===== src/rtl/serial_adder_if.sv =====
// serial_adder_if: operand/result bundle for the bit-serial adder.
//
// Handshake: the master raises start with a_in/b_in/cin_in valid; the
// slave captures them on any rising edge where start=1 and it is idle or
// done (busy=0). start seen while busy=1 is ignored, so the master treats
// busy=0 as "ready". Exactly WIDTH clocks after the capture edge, done
// pulses for one cycle; sum_out/cout_out are valid from that cycle on and
// stay put until the next operation completes.
//
// Signals:
//   start     master->slave  operation request
//   a_in      master->slave  operand A
//   b_in      master->slave  operand B
//   cin_in    master->slave  carry-in
//   busy      slave->master  high while bits are being shifted
//   done      slave->master  one-cycle completion pulse
//   sum_out   slave->master  A+B+cin mod 2^WIDTH
//   cout_out  slave->master  carry-out of the MSB
//   state_dbg slave->master  FSM state (0=IDLE, 1=SHIFT, 2=DONE)
interface serial_adder_if #(
  parameter int WIDTH = 8
);
  logic             start;
  logic [WIDTH-1:0] a_in;
  logic [WIDTH-1:0] b_in;
  logic             cin_in;
  logic             busy;
  logic             done;
  logic [WIDTH-1:0] sum_out;
  logic             cout_out;
  logic [1:0]       state_dbg;

  modport master (
    output start, a_in, b_in, cin_in,
    input  busy, done, sum_out, cout_out, state_dbg
  );

  modport slave (
    input  start, a_in, b_in, cin_in,
    output busy, done, sum_out, cout_out, state_dbg
  );
endinterface


===== src/rtl/serial_adder.sv =====
// serial_adder: bit-serial WIDTH-bit adder using a single 1-bit full adder.
// Operands are captured on an accepted start, then one bit pair per clock
// (LSB first) goes through the full adder. The carry register closes the
// cout->cin loop and sum bits are shifted into a result register.
//
// Ports:
//   clk  rising-edge clock
//   rst  synchronous, active-high reset
//   bus  serial_adder_if slave (start/operands in, busy/done/result out)

// 1-bit full adder.
module full_adder (
  input  logic a_i,
  input  logic b_i,
  input  logic c_i,
  output logic sum_o,
  output logic cout_o
);
  assign sum_o  = a_i ^ b_i ^ c_i;
  assign cout_o = (a_i & b_i) | (c_i & (a_i ^ b_i));
endmodule

module serial_adder #(
  parameter int WIDTH = 8
) (
  input logic           clk,
  input logic           rst,
  serial_adder_if.slave bus
);
  localparam int CW = $clog2(WIDTH);

  typedef enum logic [1:0] {
    IDLE  = 2'd0,
    SHIFT = 2'd1,
    DONE  = 2'd2
  } state_t;

  state_t           state_q;
  logic [WIDTH-1:0] a_sr_q;
  logic [WIDTH-1:0] b_sr_q;
  logic [WIDTH-1:0] s_sr_q;
  logic [WIDTH-1:0] sum_q;
  logic             carry_q;
  logic             cout_q;
  logic             busy_q;
  logic             done_q;
  logic [CW-1:0]    cnt_q;

  logic             fa_sum;
  logic             fa_cout;
  logic [WIDTH-1:0] s_sr_d;

  full_adder f (
    .a_i   (a_sr_q[0]),
    .b_i   (b_sr_q[0]),
    .c_i   (carry_q),
    .sum_o (fa_sum),
    .cout_o(fa_cout)
  );

  // New sum bit enters at the MSB; after WIDTH shifts bit 0 holds the LSB.
  always_comb begin
    s_sr_d = (s_sr_q >> 1) | ({{(WIDTH-1){1'b0}}, fa_sum} << (WIDTH-1));
  end

  always_ff @(posedge clk) begin
    if (rst) begin
      state_q <= IDLE;
      a_sr_q  <= '0;
      b_sr_q  <= '0;
      s_sr_q  <= '0;
      sum_q   <= '0;
      carry_q <= 1'b0;
      cout_q  <= 1'b0;
      busy_q  <= 1'b0;
      done_q  <= 1'b0;
      cnt_q   <= '0;
    end else begin
      case (state_q)
        // DONE accepts exactly like IDLE so back-to-back ops have no bubble.
        IDLE, DONE: begin
          done_q <= 1'b0;
          if (bus.start) begin
            a_sr_q  <= bus.a_in;
            b_sr_q  <= bus.b_in;
            carry_q <= bus.cin_in;
            cnt_q   <= '0;
            busy_q  <= 1'b1;
            state_q <= SHIFT;
          end else begin
            state_q <= IDLE;
          end
        end
        SHIFT: begin
          a_sr_q  <= a_sr_q >> 1;
          b_sr_q  <= b_sr_q >> 1;
          s_sr_q  <= s_sr_d;
          carry_q <= fa_cout;
          cnt_q   <= cnt_q + CW'(1);
          if (cnt_q == CW'(WIDTH - 1)) begin
            sum_q   <= s_sr_d;
            cout_q  <= fa_cout;
            busy_q  <= 1'b0;
            done_q  <= 1'b1;
            state_q <= DONE;
          end
        end
        default: state_q <= IDLE;
      endcase
    end
  end

  assign bus.busy      = busy_q;
  assign bus.done      = done_q;
  assign bus.sum_out   = sum_q;
  assign bus.cout_out  = cout_q;
  assign bus.state_dbg = state_q;
endmodule

===== src/flat_wrapper.sv =====
// flat-port wrapper written by rule: the top's interface ports become plain ports
module serial_adder_flat 
#(
  parameter int WIDTH = 8
)
  (clk, rst, bus_start, bus_a_in, bus_b_in, bus_cin_in, bus_busy, bus_done, bus_sum_out, bus_cout_out, bus_state_dbg);
  serial_adder_if #(.WIDTH(WIDTH)) bus_i ();
  input logic clk;
  input logic rst;
  input wire logic [$bits(bus_i.start)-1:0] bus_start;
  input wire logic [$bits(bus_i.a_in)-1:0] bus_a_in;
  input wire logic [$bits(bus_i.b_in)-1:0] bus_b_in;
  input wire logic [$bits(bus_i.cin_in)-1:0] bus_cin_in;
  output wire logic [$bits(bus_i.busy)-1:0] bus_busy;
  output wire logic [$bits(bus_i.done)-1:0] bus_done;
  output wire logic [$bits(bus_i.sum_out)-1:0] bus_sum_out;
  output wire logic [$bits(bus_i.cout_out)-1:0] bus_cout_out;
  output wire logic [$bits(bus_i.state_dbg)-1:0] bus_state_dbg;
  assign bus_i.start = bus_start;
  assign bus_i.a_in = bus_a_in;
  assign bus_i.b_in = bus_b_in;
  assign bus_i.cin_in = bus_cin_in;
  assign bus_busy = bus_i.busy;
  assign bus_done = bus_i.done;
  assign bus_sum_out = bus_i.sum_out;
  assign bus_cout_out = bus_i.cout_out;
  assign bus_state_dbg = bus_i.state_dbg;
  serial_adder #(.WIDTH(WIDTH)) u_core (.clk(clk), .rst(rst), .bus(bus_i));
endmodule

===== config.mk =====
export PLATFORM = sky130hd
export DESIGN_NAME = serial_adder_flat
export DESIGN_NICKNAME = d
export VERILOG_FILES = /design/src/rtl/serial_adder_if.sv /design/src/rtl/serial_adder.sv /design/src/flat_wrapper.sv
export SDC_FILE = /design/constraint.sdc
export NUM_CORES = 1
export LEC_CHECK = 0
export CORE_UTILIZATION = 45
export CTS_BUF_LIST = sky130_fd_sc_hd__clkbuf_8
export DETAILED_ROUTE_END_ITERATION = 8
export PLACE_DENSITY = 0.73
export SLEW_MARGIN = 20
export SYNTH_ARGS = -nofsm -noshare
export SYNTH_HDL_FRONTEND = slang
export SYNTH_SLANG_ARGS = --single-unit

===== constraint.sdc =====
create_clock -name clk -period 3.5 [get_ports clk]
set_input_delay 0.7 -clock clk [delete_from_list [all_inputs] [get_ports clk]]
set_output_delay 0.7 -clock clk [all_outputs]
set_load 0.02 [all_outputs]

# ---- Yosys cells after proc, flatten, opt, wreduce, memory -nomap -nowiden
# Cells that the tools add are included.
dict set report totals {
  out_inout_bits 13
  register_bits 41
  input_bits 20
  elab_cells 45
}
dict set report op_classes {
  bitwise_logic 6
  eq_ne 5
  muxes 16
  add_sub_neg 1
  n_reduce_logical 7
}
# cell count
set op_table {}
lappend op_table {{$pmux W8 S2} 2}
lappend op_table {{$mux W8} 2}
lappend op_table {{$or A7 B8 Y8} 1}
lappend op_table {{$pmux W1 S2} 3}
lappend op_table {{$pmux W3 S2} 1}
lappend op_table {{$reduce_and A2 Y1} 3}
lappend op_table {{$mux W1} 5}
lappend op_table {{$pmux W2 S2} 1}
lappend op_table {{$add A3 B1 Y3 const B} 1}
lappend op_table {{$eq A3 B3 Y1 const B} 1}
lappend op_table {{$mux W3} 1}
lappend op_table {{$reduce_and A3 Y1} 1}
lappend op_table {{$and A1 B1 Y1} 2}
lappend op_table {{$eq A2 B1 Y1 const B} 1}
lappend op_table {{$eq A2 B2 Y1 const B} 1}
lappend op_table {{$logic_not A2 Y1} 1}
lappend op_table {{$mux W2} 1}
lappend op_table {{$ne A2 B1 Y1 const B} 1}
lappend op_table {{$ne A2 B2 Y1 const B} 1}
lappend op_table {{$reduce_bool A2 Y1} 1}
lappend op_table {{$reduce_or A2 Y1} 1}
lappend op_table {{$xor A1 B1 Y1} 2}
lappend op_table {{$or A1 B1 Y1} 1}

# ---- Longest topological paths before layout
dict set report depth {
  word_depth 4
  mapped_depth 6
}

# ---- Modules after synthesis
# Synthesis repeated with hierarchy kept, for this count alone.
dict set report unflattened {
  hier_cells 181
  hier_area_um2 1677.9
}
# module cells_each seq_area_each_um2 area_per_inst_um2 n_inst
set modules_own_cells {}
lappend modules_own_cells {serial_adder 180 800.8 1657.8 1}
lappend modules_own_cells {full_adder 1 0.0 20.0 1}

# ---- Least setup slack after synthesis
# No wires, ideal clock.
dict set report synth_path {
  path_kind {input to register}
  startpoint {in bus_start}
  endpoint {reg u_core.b_sr_q[0]}
  setup_slack_ps 2083
  required_ps 3409
  setup_time_ps 91
  n_path_buf 2
  arrival_ps 1326
  stages 5
  cell_sequence {nor2b_2 -> buf_6 -> buf_8 -> nand2_1 -> a311oi_1}
}
dict set report synth_between {
  elab_chain_cells 2
}
# element line_no
set synth_rtl {}
lappend synth_rtl {{start: declaration} flat_wrapper.sv:10} ;# input wire logic [$bits(bus_i.start)-1:0] bus_start;
lappend synth_rtl {{$ne A2 B2 Y1 (no source line)} --}
lappend synth_rtl {{$reduce_and A2 Y1 (no source line)} --}
lappend synth_rtl {{end signal: assignment} serial_adder.sv:85} ;# b_sr_q <= bus.b_in;
lappend synth_rtl {{end signal: assignment} serial_adder.sv:96} ;# b_sr_q <= b_sr_q >> 1;
lappend synth_rtl {{end: declaration} serial_adder.sv:40} ;# logic [WIDTH-1:0] b_sr_q;
# Every way passes these cells.
# A chain may end at the register's enable or synchronous reset.

# ---- Worst setup path in the final report
dict set report layout_path {
  startpoint {reg u_core.state_q[0] (netlist: u_core.bus.state_dbg[0])}
  endpoint {out bus_state_dbg[0]}
}
# element line_no
set layout_lines {}
lappend layout_lines {{start: declaration} serial_adder.sv:38} ;# state_t state_q;
lappend layout_lines {{start signal: assignment} serial_adder.sv:68} ;# state_q <= IDLE;
lappend layout_lines {{start signal: assignment} serial_adder.sv:89} ;# state_q <= SHIFT;
lappend layout_lines {{start signal: assignment} serial_adder.sv:91} ;# state_q <= IDLE;
lappend layout_lines {{end: declaration} flat_wrapper.sv:18} ;# output wire logic [$bits(bus_i.state_dbg)-1:0] bus_state_dbg;
# No word-level cell between the ends.

==> metrics.cfg <==
[outcome]
status=finished clean

[cts]
postCtsSetupRepairBufs=0
cts_resized=0
cts_tree=done
clockBufferDepth=2
cts.clk_slew.worst_paths_ns=0.07
cts_hold_buffers=0
cts-root-buf=clkbuf_8
cts_max_level=2
cts_buffers=5
clkLatencyLatePin_ns=0.29
cts.sink_count=40

[drt]
num_vias=1368
wl_um=3140
wire_per_inst_um=11.85
drt_first_iter_violations=63
drc=0
postRouteAntennaNets=0
viasPerCell=5.162
dr.pass1.iters=4

[grt]
gr-usage-all-layers=0.1810
grt_pass1_vias=1201
grt_pass1_wl_um=5078
grt_max_degree=44
overflow=0
antenna_found_initial=0

[synth]
synth.cell_area_sq_um=1624
synth_warnings=0
avgSynthCellArea_sq_um=8.329
synthCells=195
synth-xor-area-share=0
ys_types=19
synth-seq-area-share=0.4931
synthAdderAreaFrac=0.02773
synth_compound_area_frac=0.1564
synthSimpleGateAreaFrac=0.2465
syn_nets=218
ys_seq_elements=40
muxShareOfSynthArea=0
synth_top_family_by_area=simple AND/OR/NAND/NOR gates

[floorplanning]
start_util=0.4791
die_h_um=62.08
coreArea_sq_um=3390
core.rowCount=21
die_area_sq_um=3853
fp.dieW_um=62.08
io_pins=33

[min_path]
whs_path_depth=2
hold_path_class=flip-flop to flip-flop

[cells_and_area]
nNetsFinal=242
n_fill_cell=325
stdcell_area_sq_um=1989
drive_gt1_frac=0.05023
syn_to_final_growth_pct=22.50
insertedDiodeCount=0
seq_area_sq_um=800.8
final_util=0.5869
multi_input_area_sq_um=699.4

[place]
dpl_cell_area_sq_um=1893
dp_hpwl_um=1952
io_buffers=32
gp_congestion=0.6983

[critical_path]
path_delay_family=buffers and inverters
worst-endpoint-arrival_ns=1.42
worstRegToRegCells=5
crit_type=flip-flop to primary output
path_buf_inv=1
cp_slowest_cell=clkdlybuf4s50_1
worstPathMaxFanout=7
end_kind=primary output
max_stage_delay_ns=0.66
crit_chain=clkdlybuf4s50_1
cp.depth=1
cp.required_ns=2.80
start_kind=flip-flop

[timing]
setup_viol=0
clock.fmax_ghz=0.4722
clock_skew_ns=0.003394
max-slew-margin-rel=0.5517
hold_viol=0
fin_crit_sh=0.6051
hold_ws_ns=0.4541
slew_viol_final=0
period_needed_ns=2.118
setup-tns-final_ns=0
rsz0062_at_grt=no
worst_pin_slew_ns=0.6695

[power_and_ir_drop]
vdd_drop_max_mv=0.2369
leakagePower_nw=0.7126
power_uw=922.0
p_per_area_nw_per_um2=463.5

[flow_run]
cap_violations=0

==> power breakdown <==
part	switching, mW	internal (mW)
combinational	0.0590	0.0482
sequential	0.0144	0.478
clock	0.147	0.175
total	0.220	0.702
==> placed cells by master, fill, tap and decap left out, drive strengths merged <==
cell type	count
nor2b	1
nand2b	2
nand2	58
o21a	1
fa	1
clkdlybuf4s50	32
or2b	1
nor2	18
clkbuf	7
nand3	14
ha	2
nand3b	1
a311oi	15
buf	2
and2b	1
dfxtp	40
a21oi	23
==> metal layers <==
metal / part of all wire / global-route usage / vias up
li1: - / - / 702
met1: 0.48 / 0.2275 / 634
met2: 0.47 / 0.2918 / 26
met3: 0.030 / 0.04348 / 6
met4: 0.015 / 0.08571 / 0
met5: 0 / 0 / -
==> area by class of cell <==
type,count,share of cell area
flip-flops and latches,40,0.4025
multi-input cells,138,0.3516
repair buffers,34,0.1686
clock buffers,7,0.04843
well taps,46,0.02893
==> registers in the layout, summed over array words and instances, names as in the netlist <==
register / count
u_core.cnt_q: 3
u_core.carry_q: 1
u_core.b_sr_q: 8
u_core.bus.sum_out: 8
u_core.s_sr_q: 7
u_core.bus.busy: 1
u_core.bus.cout_out: 1
u_core.a_sr_q: 8
u_core.bus.done: 1
u_core.bus.state_dbg: 2
==> Yosys cell counts, drive strengths merged <==
| cell | n | area, sq um |
|---|---|---|
| buf | 13 | 108.8 |
| a311oi | 15 | 131.4 |
| dfxtp | 40 | 800.8 |
| or2b | 1 | 8.760 |
| nand2b | 2 | 12.51 |
| nor2 | 18 | 67.56 |
| clkbuf | 4 | 15.01 |
| nand3b | 1 | 7.510 |
| a21oi | 23 | 115.1 |
| and2b | 1 | 7.510 |
| o21a | 1 | 7.510 |
| nand3 | 14 | 70.07 |
| fa | 1 | 20.02 |
| ha | 2 | 25.02 |
| nor2b | 1 | 8.760 |
| nand2 | 58 | 217.7 |
==> worst paths after layout <==
check	start	to	slack (ns)
setup / recovery	u_core.bus.state_dbg[0]	bus_state_dbg[0]	1.38
hold / removal	u_core.bus.sum_out[6]	u_core.bus.sum_out[6]	0.45
setup reg to reg	u_core.cnt_q[0]	u_core.bus.busy	1.71
hold reg to reg	u_core.bus.sum_out[6]	u_core.bus.sum_out[6]	0.45
==> metrics by stage <==
step	worst slack, ns	cells
floorplan	2.083	195
global placement	1.275	258
detailed placement	1.211	258
CTS	1.365	265
global route	1.314	265
finish	1.382	265
==> cell families after synthesis <==
| family | after synthesis |
|---|---|
| compound gates | 39 |
| fa+ha+maj | 3 |
| buf+inv | 17 |
| flops | 40 |
| simple gates | 96 |
No activity file was read; power rests on OpenSTA's default activity.
